--- src/rtl/bp_sacc_pkg.sv ---
// Shared definitions for the sacc accelerators: CSR offsets, STATUS bits,
// the multi-lane dot-product FSM states and the accelerator-type enum.
package bp_sacc_pkg;

  typedef enum logic [1:0] {
    e_sacc_vdp        = 2'd0,
    e_sacc_scratchpad = 2'd1,
    e_sacc_vdp_mc     = 2'd2
  } bp_sacc_type_e;

  localparam logic [5:0] csr_a_addr_gp = 6'h00;
  localparam logic [5:0] csr_b_addr_gp = 6'h08;
  localparam logic [5:0] csr_len_gp    = 6'h10;
  localparam logic [5:0] csr_start_gp  = 6'h18;
  localparam logic [5:0] csr_status_gp = 6'h20;
  localparam logic [5:0] csr_result_gp = 6'h28;

  localparam int status_busy_bit_gp = 0;
  localparam int status_done_bit_gp = 1;
  localparam int status_err_bit_gp  = 2;

  typedef enum logic [2:0] {
    e_vdp_idle,
    e_vdp_req_a,
    e_vdp_resp_a,
    e_vdp_req_b,
    e_vdp_resp_b,
    e_vdp_mac,
    e_vdp_done
  } vdp_mc_state_e;

endpackage

--- src/rtl/bp_sacc_vdp_mc_dp.sv ---
// Combinational lane-masked multiply-sum: adds the sign-extended products of
// every enabled lane into an acc_width_p-wide sum (wrapping).
module bp_sacc_vdp_mc_dp #(
  parameter int lanes_p      = 4,
  parameter int elem_width_p = 16,
  parameter int acc_width_p  = 64
) (
  input  logic [lanes_p*elem_width_p-1:0] a_beat_i,
  input  logic [lanes_p*elem_width_p-1:0] b_beat_i,
  input  logic [lanes_p-1:0]              mask_i,
  output logic [acc_width_p-1:0]          sum_o
);

  localparam int prod_width_lp = 2 * elem_width_p;

  logic signed [prod_width_lp-1:0] a_ext [lanes_p];
  logic signed [prod_width_lp-1:0] b_ext [lanes_p];
  logic signed [prod_width_lp-1:0] prod  [lanes_p];

  always_comb begin
    sum_o = '0;
    for (int i = 0; i < lanes_p; i++) begin
      a_ext[i] = prod_width_lp'($signed(a_beat_i[i*elem_width_p +: elem_width_p]));
      b_ext[i] = prod_width_lp'($signed(b_beat_i[i*elem_width_p +: elem_width_p]));
      prod[i]  = a_ext[i] * b_ext[i];
      if (mask_i[i]) begin
        sum_o = sum_o + {{(acc_width_p-prod_width_lp){prod[i][prod_width_lp-1]}}, prod[i]};
      end
    end
  end

endmodule

--- src/rtl/bp_sacc_vdp_mc.sv ---
// Multi-lane streaming vector dot-product engine: CSR-programmed, fetches one
// A beat then one B beat per step and accumulates the masked lane products.
module bp_sacc_vdp_mc
  import bp_sacc_pkg::*;
#(
  parameter int lanes_p       = 4,
  parameter int elem_width_p  = 16,
  parameter int paddr_width_p = 40,
  parameter int len_width_p   = 16,
  parameter int acc_width_p   = 64,
  localparam int beat_width_lp = lanes_p * elem_width_p,
  localparam int beat_bytes_lp = beat_width_lp / 8
) (
  input  logic                     clk_i,
  input  logic                     reset_n_i,
  input  logic                     csr_v_i,
  input  logic                     csr_w_i,
  input  logic [5:0]               csr_addr_i,
  input  logic [63:0]              csr_data_i,
  output logic                     csr_ready_o,
  output logic                     csr_resp_v_o,
  output logic [63:0]              csr_resp_data_o,
  input  logic                     csr_resp_yumi_i,
  output logic                     mem_req_v_o,
  output logic [paddr_width_p-1:0] mem_req_addr_o,
  input  logic                     mem_req_yumi_i,
  input  logic                     mem_resp_v_i,
  input  logic [beat_width_lp-1:0] mem_resp_data_i,
  output logic                     mem_resp_ready_o
);

  localparam logic [paddr_width_p-1:0] addr_align_mask_lp = ~paddr_width_p'(beat_bytes_lp - 1);
  localparam logic [paddr_width_p-1:0] beat_step_lp       = paddr_width_p'(beat_bytes_lp);
  localparam logic [len_width_p-1:0]   lanes_len_lp       = len_width_p'(lanes_p);

  vdp_mc_state_e state_r, state_n;

  logic [paddr_width_p-1:0] a_addr_r, b_addr_r, a_ptr_r, b_ptr_r;
  logic [len_width_p-1:0]   len_r, rem_r, rem_next;
  logic [acc_width_p-1:0]   acc_r, dp_sum;
  logic [beat_width_lp-1:0] a_beat_r, b_beat_r;
  logic [lanes_p-1:0]       lane_mask;
  logic                     done_r, err_r, busy;
  logic                     csr_resp_v_r;
  logic [63:0]              csr_resp_data_r, rd_data, status_w;
  logic                     csr_fire, csr_wr, csr_rd, cfg_wr, start_cmd, start_go, status_rd;
  logic                     mem_req_v, mem_resp_ready;
  logic [paddr_width_p-1:0] mem_req_addr;
  logic                     unused_csr_data;

  assign unused_csr_data = ^csr_data_i[63:paddr_width_p];

  // Handshake: a CSR command is taken when csr_v_i & csr_ready_o; its response
  // is held from the next cycle until csr_resp_yumi_i. Memory requests and
  // responses transfer on mem_req_v_o & mem_req_yumi_i / mem_resp_v_i & mem_resp_ready_o.
  assign busy        = (state_r != e_vdp_idle);
  assign csr_ready_o = reset_n_i & ~csr_resp_v_r;
  assign csr_fire    = csr_v_i & csr_ready_o;
  assign csr_wr      = csr_fire & csr_w_i;
  assign csr_rd      = csr_fire & ~csr_w_i;
  assign cfg_wr      = csr_wr & ((csr_addr_i == csr_a_addr_gp) | (csr_addr_i == csr_b_addr_gp)
                                | (csr_addr_i == csr_len_gp));
  assign start_cmd   = csr_wr & (csr_addr_i == csr_start_gp);
  assign start_go    = start_cmd & ~busy;
  assign status_rd   = csr_rd & (csr_addr_i == csr_status_gp);

  assign csr_resp_v_o     = csr_resp_v_r;
  assign csr_resp_data_o  = csr_resp_data_r;
  assign mem_req_v_o      = mem_req_v;
  assign mem_req_addr_o   = mem_req_addr;
  assign mem_resp_ready_o = mem_resp_ready & reset_n_i;

  always_comb begin
    status_w = '0;
    status_w[status_busy_bit_gp] = busy;
    status_w[status_done_bit_gp] = done_r;
    status_w[status_err_bit_gp]  = err_r;
  end

  always_comb begin
    rd_data = '0;
    case (csr_addr_i)
      csr_a_addr_gp: rd_data = 64'(a_addr_r);
      csr_b_addr_gp: rd_data = 64'(b_addr_r);
      csr_len_gp:    rd_data = 64'(len_r);
      csr_status_gp: rd_data = status_w;
      csr_result_gp: rd_data = 64'($signed(acc_r));
      default:       rd_data = '0;
    endcase
  end

  always_ff @(posedge clk_i or negedge reset_n_i) begin
    if (!reset_n_i) begin
      csr_resp_v_r    <= 1'b0;
      csr_resp_data_r <= '0;
    end else if (csr_fire) begin
      csr_resp_v_r    <= 1'b1;
      csr_resp_data_r <= csr_w_i ? 64'd0 : rd_data;
    end else if (csr_resp_yumi_i) begin
      csr_resp_v_r    <= 1'b0;
    end
  end

  // Lanes at or beyond the remaining count belong to a partial final beat.
  always_comb begin
    lane_mask = '0;
    for (int i = 0; i < lanes_p; i++) begin
      lane_mask[i] = (rem_r > len_width_p'(i));
    end
    rem_next = (rem_r > lanes_len_lp) ? (rem_r - lanes_len_lp) : '0;
  end

  bp_sacc_vdp_mc_dp #(
    .lanes_p      (lanes_p),
    .elem_width_p (elem_width_p),
    .acc_width_p  (acc_width_p)
  ) dp (
    .a_beat_i (a_beat_r),
    .b_beat_i (b_beat_r),
    .mask_i   (lane_mask),
    .sum_o    (dp_sum)
  );

  always_ff @(posedge clk_i or negedge reset_n_i) begin
    if (!reset_n_i) begin
      state_r <= e_vdp_idle;
    end else begin
      state_r <= state_n;
    end
  end

  always_comb begin
    state_n        = state_r;
    mem_req_v      = 1'b0;
    mem_req_addr   = '0;
    mem_resp_ready = 1'b0;
    case (state_r)
      e_vdp_idle: begin
        // Stray responses are drained here so they cannot pollute a later beat.
        mem_resp_ready = 1'b1;
        if (start_go) state_n = (len_r == '0) ? e_vdp_done : e_vdp_req_a;
      end
      e_vdp_req_a: begin
        mem_req_v    = 1'b1;
        mem_req_addr = a_ptr_r;
        if (mem_req_yumi_i) state_n = e_vdp_resp_a;
      end
      e_vdp_resp_a: begin
        mem_resp_ready = 1'b1;
        if (mem_resp_v_i) state_n = e_vdp_req_b;
      end
      e_vdp_req_b: begin
        mem_req_v    = 1'b1;
        mem_req_addr = b_ptr_r;
        if (mem_req_yumi_i) state_n = e_vdp_resp_b;
      end
      e_vdp_resp_b: begin
        mem_resp_ready = 1'b1;
        if (mem_resp_v_i) state_n = e_vdp_mac;
      end
      e_vdp_mac:  state_n = (rem_next != '0) ? e_vdp_req_a : e_vdp_done;
      e_vdp_done: state_n = e_vdp_idle;
      default:    state_n = e_vdp_idle;
    endcase
  end

  always_ff @(posedge clk_i or negedge reset_n_i) begin
    if (!reset_n_i) begin
      a_addr_r <= '0;
      b_addr_r <= '0;
      len_r    <= '0;
      a_ptr_r  <= '0;
      b_ptr_r  <= '0;
      rem_r    <= '0;
      acc_r    <= '0;
      a_beat_r <= '0;
      b_beat_r <= '0;
    end else begin
      if (cfg_wr && !busy) begin
        case (csr_addr_i)
          csr_a_addr_gp: a_addr_r <= csr_data_i[paddr_width_p-1:0] & addr_align_mask_lp;
          csr_b_addr_gp: b_addr_r <= csr_data_i[paddr_width_p-1:0] & addr_align_mask_lp;
          csr_len_gp:    len_r    <= csr_data_i[len_width_p-1:0];
          default: ;
        endcase
      end
      if (start_go) begin
        a_ptr_r <= a_addr_r;
        b_ptr_r <= b_addr_r;
        rem_r   <= len_r;
        acc_r   <= '0;
      end
      if (state_r == e_vdp_resp_a && mem_resp_v_i) a_beat_r <= mem_resp_data_i;
      if (state_r == e_vdp_resp_b && mem_resp_v_i) b_beat_r <= mem_resp_data_i;
      if (state_r == e_vdp_mac) begin
        acc_r   <= acc_r + dp_sum;
        a_ptr_r <= a_ptr_r + beat_step_lp;
        b_ptr_r <= b_ptr_r + beat_step_lp;
        rem_r   <= rem_next;
      end
    end
  end

  // Completion wins over a same-cycle STATUS read, which returned done=0.
  always_ff @(posedge clk_i or negedge reset_n_i) begin
    if (!reset_n_i) begin
      done_r <= 1'b0;
      err_r  <= 1'b0;
    end else begin
      if (state_r == e_vdp_done)    done_r <= 1'b1;
      else if (start_go || status_rd) done_r <= 1'b0;

      if (start_go)                            err_r <= 1'b0;
      else if ((cfg_wr || start_cmd) && busy)  err_r <= 1'b1;
      else if (status_rd)                      err_r <= 1'b0;
    end
  end

endmodule

--- config.mk ---
export PLATFORM = sky130hd
export DESIGN_NAME = bp_sacc_vdp_mc
export DESIGN_NICKNAME = d
export VERILOG_FILES = /design/src/rtl/bp_sacc_pkg.sv /design/src/rtl/bp_sacc_vdp_mc_dp.sv /design/src/rtl/bp_sacc_vdp_mc.sv
export SDC_FILE = /design/constraint.sdc
export NUM_CORES = 2
export LEC_CHECK = 0
export BUFFER_PORTS_ARGS = -buffer_cell sky130_fd_sc_hd__buf_2
export CORE_MARGIN = 2
export CORE_UTILIZATION = 47
export CTS_BUF_LIST = sky130_fd_sc_hd__clkbuf_16
export CTS_CLUSTER_DIAMETER = 80
export DETAILED_ROUTE_END_ITERATION = 8
export MAX_ROUTING_LAYER = met4
export SYNTH_ARGS = -nofsm -noshare
export SYNTH_HDL_FRONTEND = slang
export SYNTH_SLANG_ARGS = --single-unit
--- constraint.sdc ---
create_clock -name clk_i -period 46.7 [get_ports clk_i]
set_clock_uncertainty 0.1 [all_clocks]
set_input_delay 4.67 -clock clk_i [delete_from_list [all_inputs] [get_ports clk_i]]
set_output_delay 4.67 -clock clk_i [all_outputs]
set_load 0.005 [all_outputs]
==> flow_summary.html <==
<table>
<tr><th>Metric</th><th>Value</th></tr>
<tr><th colspan="2">Clocking</th></tr>
<tr><td>Clock tree from TritonCTS</td><td>done</td></tr>
<tr><td>Count of clock tree sinks</td><td>roughly 440</td></tr>
<tr><td>Hold-fix buffer count after cts</td><td>0</td></tr>
<tr><td>CTS buffer count</td><td>54</td></tr>
<tr><td>Clock Tree Buf Depth</td><td>3</td></tr>
<tr><td>Clock slew at the register clock pins of the worst setup and hold paths</td><td>around 0.06 ns</td></tr>
<tr><td>Post CTS Setup Buffer Count</td><td>0</td></tr>
<tr><td>Maximum level of the CTS H-tree</td><td>2</td></tr>
<tr><td>Clock latency reported for the late side of the worst-skew pair</td><td>about 0.7 ns</td></tr>
<tr><td>Root Buffer</td><td>sky130_fd_sc_hd__clkbuf_16</td></tr>
<tr><td>Cells resized by post-CTS repair</td><td>0</td></tr>
<tr><th colspan="2">Setup path</th></tr>
<tr><td>Category of the critical setup timing path</td><td>reg -&gt; reg</td></tr>
<tr><td>Critical Path Max Stage Delay</td><td>approximately 0.82 ns</td></tr>
<tr><td>Crit path max-delay cell type</td><td>sky130_fd_sc_hd__dfrtp_1</td></tr>
<tr><td>Critical path startpoint category</td><td>flip-flop</td></tr>
<tr><td>Reg2reg start</td><td>b_beat_r[1]</td></tr>
<tr><td>Data required time at the worst endpoint</td><td>47.19 ns</td></tr>
<tr><td>Reg-to-reg critical path endpoint</td><td>acc_r[63]</td></tr>
<tr><td>Critical path capture point type</td><td>flip-flop</td></tr>
<tr><td>Worst reg2reg path depth</td><td>66</td></tr>
<tr><td>Flop-to-flop setup slack</td><td>approximately 29 ns</td></tr>
<tr><td>CP most frequent cell</td><td>sky130_fd_sc_hd__fa_1</td></tr>
<tr><td>Arrival time reported for the critical path endpoint</td><td>about 18 ns</td></tr>
<tr><td>Maximum fanout along the worst path</td><td>17</td></tr>
<tr><th colspan="2">Drt</th></tr>
<tr><td>Average detailed-routed wire length per instance</td><td>20.3 um</td></tr>
<tr><td>Avg Vias per Cell</td><td>around 5.6</td></tr>
<tr><td>Total via count in the routed design</td><td>between 50000 and 60000</td></tr>
<tr><td>Remaining DRCs</td><td>0</td></tr>
<tr><td>First-pass detailed-route iteration total</td><td>7</td></tr>
<tr><td>Initial DRC Count</td><td>slightly above 4000</td></tr>
<tr><td>Number of nets still failing antenna checks after routing</td><td>0</td></tr>
<tr><td>Final routed wirelength across all metal layers</td><td>between 200000 and 250000 um</td></tr>
<tr><th colspan="2">Cells and area</th></tr>
<tr><td>Most common cell after layout, fill and taps aside</td><td>sky130_fd_sc_hd__inv_1</td></tr>
<tr><td>Layout area overhead</td><td>6.43%</td></tr>
<tr><td>Final net count</td><td>about 10000</td></tr>
<tr><td>Cell area after layout</td><td>approximately 0.076 mm^2</td></tr>
<tr><td>Number of cells in the finished layout apart from fillers</td><td>between 10000 and 15000</td></tr>
<tr><td>Most used cells in the layout excluding fill and tap cells</td><td>sky130_fd_sc_hd__inv_1, sky130_fd_sc_hd__fa_1, sky130_fd_sc_hd__nand2_1</td></tr>
<tr><td>Proportion of layout cells with a drive suffix above 1</td><td>0.0856</td></tr>
<tr><th colspan="2">Global route</th></tr>
<tr><td>Wire length of the first global-routing pass</td><td>333000 um</td></tr>
<tr><td>Overall Global Routing Usage</td><td>0.277</td></tr>
<tr><td>Number of global-route vias before repair</td><td>58858</td></tr>
<tr><td>Maximum number of pins on one net before global-route repair</td><td>between 150 and 200</td></tr>
<tr><td>Residual overflow from global routing</td><td>0</td></tr>
<tr><td>Initial antenna violation count</td><td>9</td></tr>
<tr><th colspan="2">Place</th></tr>
<tr><td>Count of buffers inserted at the top-level ports</td><td>about 220</td></tr>
<tr><td>Detailed placement HPWL</td><td>between 150000 and 200000 um</td></tr>
<tr><td>Final Wtd Congestion</td><td>between 0.9 and 1</td></tr>
<tr><td>Instance area after placement</td><td>0.0745 mm^2</td></tr>
<tr><td>Total placed cells including tap cells</td><td>approximately 9900</td></tr>
<tr><th colspan="2">Synthesis</th></tr>
<tr><td>Syn. warnings</td><td>0</td></tr>
<tr><td>Number of different library cells in the post-synthesis netlist</td><td>a little over 90</td></tr>
<tr><td>Average footprint of a synthesized cell</td><td>about 9.0 um^2</td></tr>
<tr><td>Proportion of synthesized chip area in sequential cells</td><td>0.154</td></tr>
<tr><td>Synth top area cells</td><td>sky130_fd_sc_hd__fa_1, sky130_fd_sc_hd__dfrtp_1, sky130_fd_sc_hd__ha_1</td></tr>
<tr><td>Count of state elements after synthesis</td><td>442</td></tr>
<tr><td>Area of the mapped netlist</td><td>slightly above 0.07 mm^2</td></tr>
<tr><td>Number of enable flip-flop cells after synthesis</td><td>0</td></tr>
<tr><td>Primary flip-flop cell chosen by synthesis mapping</td><td>sky130_fd_sc_hd__dfrtp_1</td></tr>
<tr><td>Asr flop ratio synth</td><td>1.00</td></tr>
<tr><td>Cell type with the largest total area after synthesis</td><td>sky130_fd_sc_hd__fa_1</td></tr>
<tr><td>Gate count of the mapped netlist</td><td>roughly 8000</td></tr>
<tr><td>Area fraction of the dominant cell type after synthesis</td><td>0.294</td></tr>
<tr><th colspan="2">STA</th></tr>
<tr><td>Actual slew at the worst max-slew pin</td><td>around 1.1 ns</td></tr>
<tr><td>Minimum clock period</td><td>17.58 ns</td></tr>
<tr><td>Post-Route Hold Slack</td><td>~0.37 ns</td></tr>
<tr><td>Final-report setup violation count</td><td>0</td></tr>
<tr><td>Total negative slack</td><td>0 ns</td></tr>
<tr><td>Setup repair after global routing missed its margin</td><td>no</td></tr>
<tr><td>Max Clock Freq</td><td>0.0569 GHz</td></tr>
<tr><td>Hold Violations, Final</td><td>0</td></tr>
<tr><td>Headroom to the max-slew limit</td><td>0.242</td></tr>
<tr><td>Share of the clock period used by the worst path after layout</td><td>0.376</td></tr>
<tr><td>Final slew viol count</td><td>0</td></tr>
<tr><th colspan="2">Floorplanning</th></tr>
<tr><td>Initial standard-cell utilization of the core</td><td>0.472</td></tr>
<tr><td>Total core area</td><td>between 0.15 and 0.2 mm^2</td></tr>
<tr><td>Number of core rows</td><td>143</td></tr>
<tr><td>Number of I/O pins</td><td>~250</td></tr>
<tr><td>Area of the die</td><td>approximately 0.16 mm^2</td></tr>
<tr><td>Overall die width</td><td>just under 400 um</td></tr>
<tr><td>Die height</td><td>about 400 um</td></tr>
<tr><th colspan="2">Flow run</th></tr>
<tr><td>Max-cap violation count</td><td>0</td></tr>
<tr><th colspan="2">Status</th></tr>
<tr><td>Run status</td><td>completed</td></tr>
<tr><th colspan="2">Min path</th></tr>
<tr><td>Endpoint of the worst hold-timing path</td><td>csr_resp_data_o[12]</td></tr>
<tr><td>Kind of path behind the tightest hold check</td><td>reg -&gt; reg</td></tr>
<tr><td>Hold Path Cell Cnt</td><td>2</td></tr>
<tr><td>Start point of the worst hold path</td><td>csr_resp_data_o[12]</td></tr>
</table>
==> per-layer routing <==
metal	vias to the layer above	global-route usage	wire length (um)
met3	278	0.0301	10700
li1	25954	-	-
met4	0	0.0782	6360
met1	28512	0.368	89800
met2	1432	0.450	97400
met5	-	-	0
==> worst max path at each step <==
| stage | from | endpoint | slack (ns) |
|---|---|---|---|
| final | b_beat_r[1] | acc_r[63] | 29.12 |
| after CTS | b_beat_r[1] | acc_r[63] | 29.17 |
| after floorplan | b_beat_r[23] | acc_r[63] | 31.94 |
| after global placement | b_beat_r[1] | acc_r[63] | 29.42 |
| after global routing | b_beat_r[1] | acc_r[63] | 28.06 |
| after detailed placement | b_beat_r[1] | acc_r[63] | 29.28 |
==> state kept, by name (all words and copies together), names as in the netlist, 16 cells and up <==
| name | count |
|---|---|
| a_beat_r | 64 |
| acc_r | 64 |
| b_beat_r | 64 |
| csr_resp_data_o | 64 |
| a_addr_r | 37 |
| a_ptr_r | 37 |
| b_addr_r | 37 |
| b_ptr_r | 37 |
| len_r | 16 |
| rem_r | 16 |
==> worst max-delay path, delay by kind of cell, from the launching register on <==
| family | cells | cell delay [ns] |
|---|---|---|
| multiplexers | 1 | 0.28 |
| AO/OA/AOI/OAI | 33 | 7.61 |
| XOR/XNOR | 4 | 1.27 |
| flip-flops | 1 | 0.82 |
| buffers and inverters | 3 | 0.15 |
| AND/OR/NAND/NOR | 13 | 1.73 |
| adder cells (fa/ha/maj) | 12 | 5.47 |
==> stage by stage <==
step	util	setup slack, ns
global placement	0.491	29.42
detailed placement	0.491	29.28
floorplan	-	31.94
finish	0.503	29.12
CTS	0.503	29.17
global route	0.503	28.06
==> cell usage after synthesis, drive strengths merged, types with 25 or more instances <==
| cell type | number |
|---|---|
| mux2i | 57 |
| nand2b | 103 |
| ha | 559 |
| fa | 1053 |
| nor2b | 56 |
| o31ai | 25 |
| buf | 37 |
| xor2 | 104 |
| o21a | 46 |
| clkbuf | 317 |
| a21o | 161 |
| mux2 | 242 |
| a31oi | 51 |
| a221o | 32 |
| a211oi | 30 |
| nand2 | 922 |
| o21bai | 40 |
| nand4 | 51 |
| and3 | 53 |
| xnor2 | 227 |
| nand3 | 110 |
| a22o | 32 |
| o21ai | 397 |
| nor3 | 71 |
| and2 | 473 |
| nor2 | 365 |
| a31o | 40 |
| inv | 1241 |
| a21oi | 335 |
| a222oi | 27 |
| dfrtp | 442 |
==> cell type report <==
type / instances / area [um^2]
diodes: 7 / 17.5
clock buffers: 54 / 1350
clock inverters: 43 / 440
fillers: 14502 / 75400
inverters: 1241 / 4660
multi-input cells: 5958 / 54700
flip-flops and latches: 442 / 11100
well taps: 2030 / 2540
repair buffers: 268 / 1480
==> cell families after synthesis <==
| group | Yosys count | synth area share |
|---|---|---|
| compound gates | 1416 | 0.130 |
| xor+xnor | 332 | 0.0408 |
| fa+ha+maj | 1612 | 0.392 |
| buf+inv | 1595 | 0.0838 |
| flops | 442 | 0.154 |
| mux | 299 | 0.0460 |
| other cells | 1 | 0.0000523 |
| simple gates | 2296 | 0.153 |
Power is left out: the tool's default activity adds up to more than one toggle a clock period on the data nets, which glitch-free logic cannot reach.
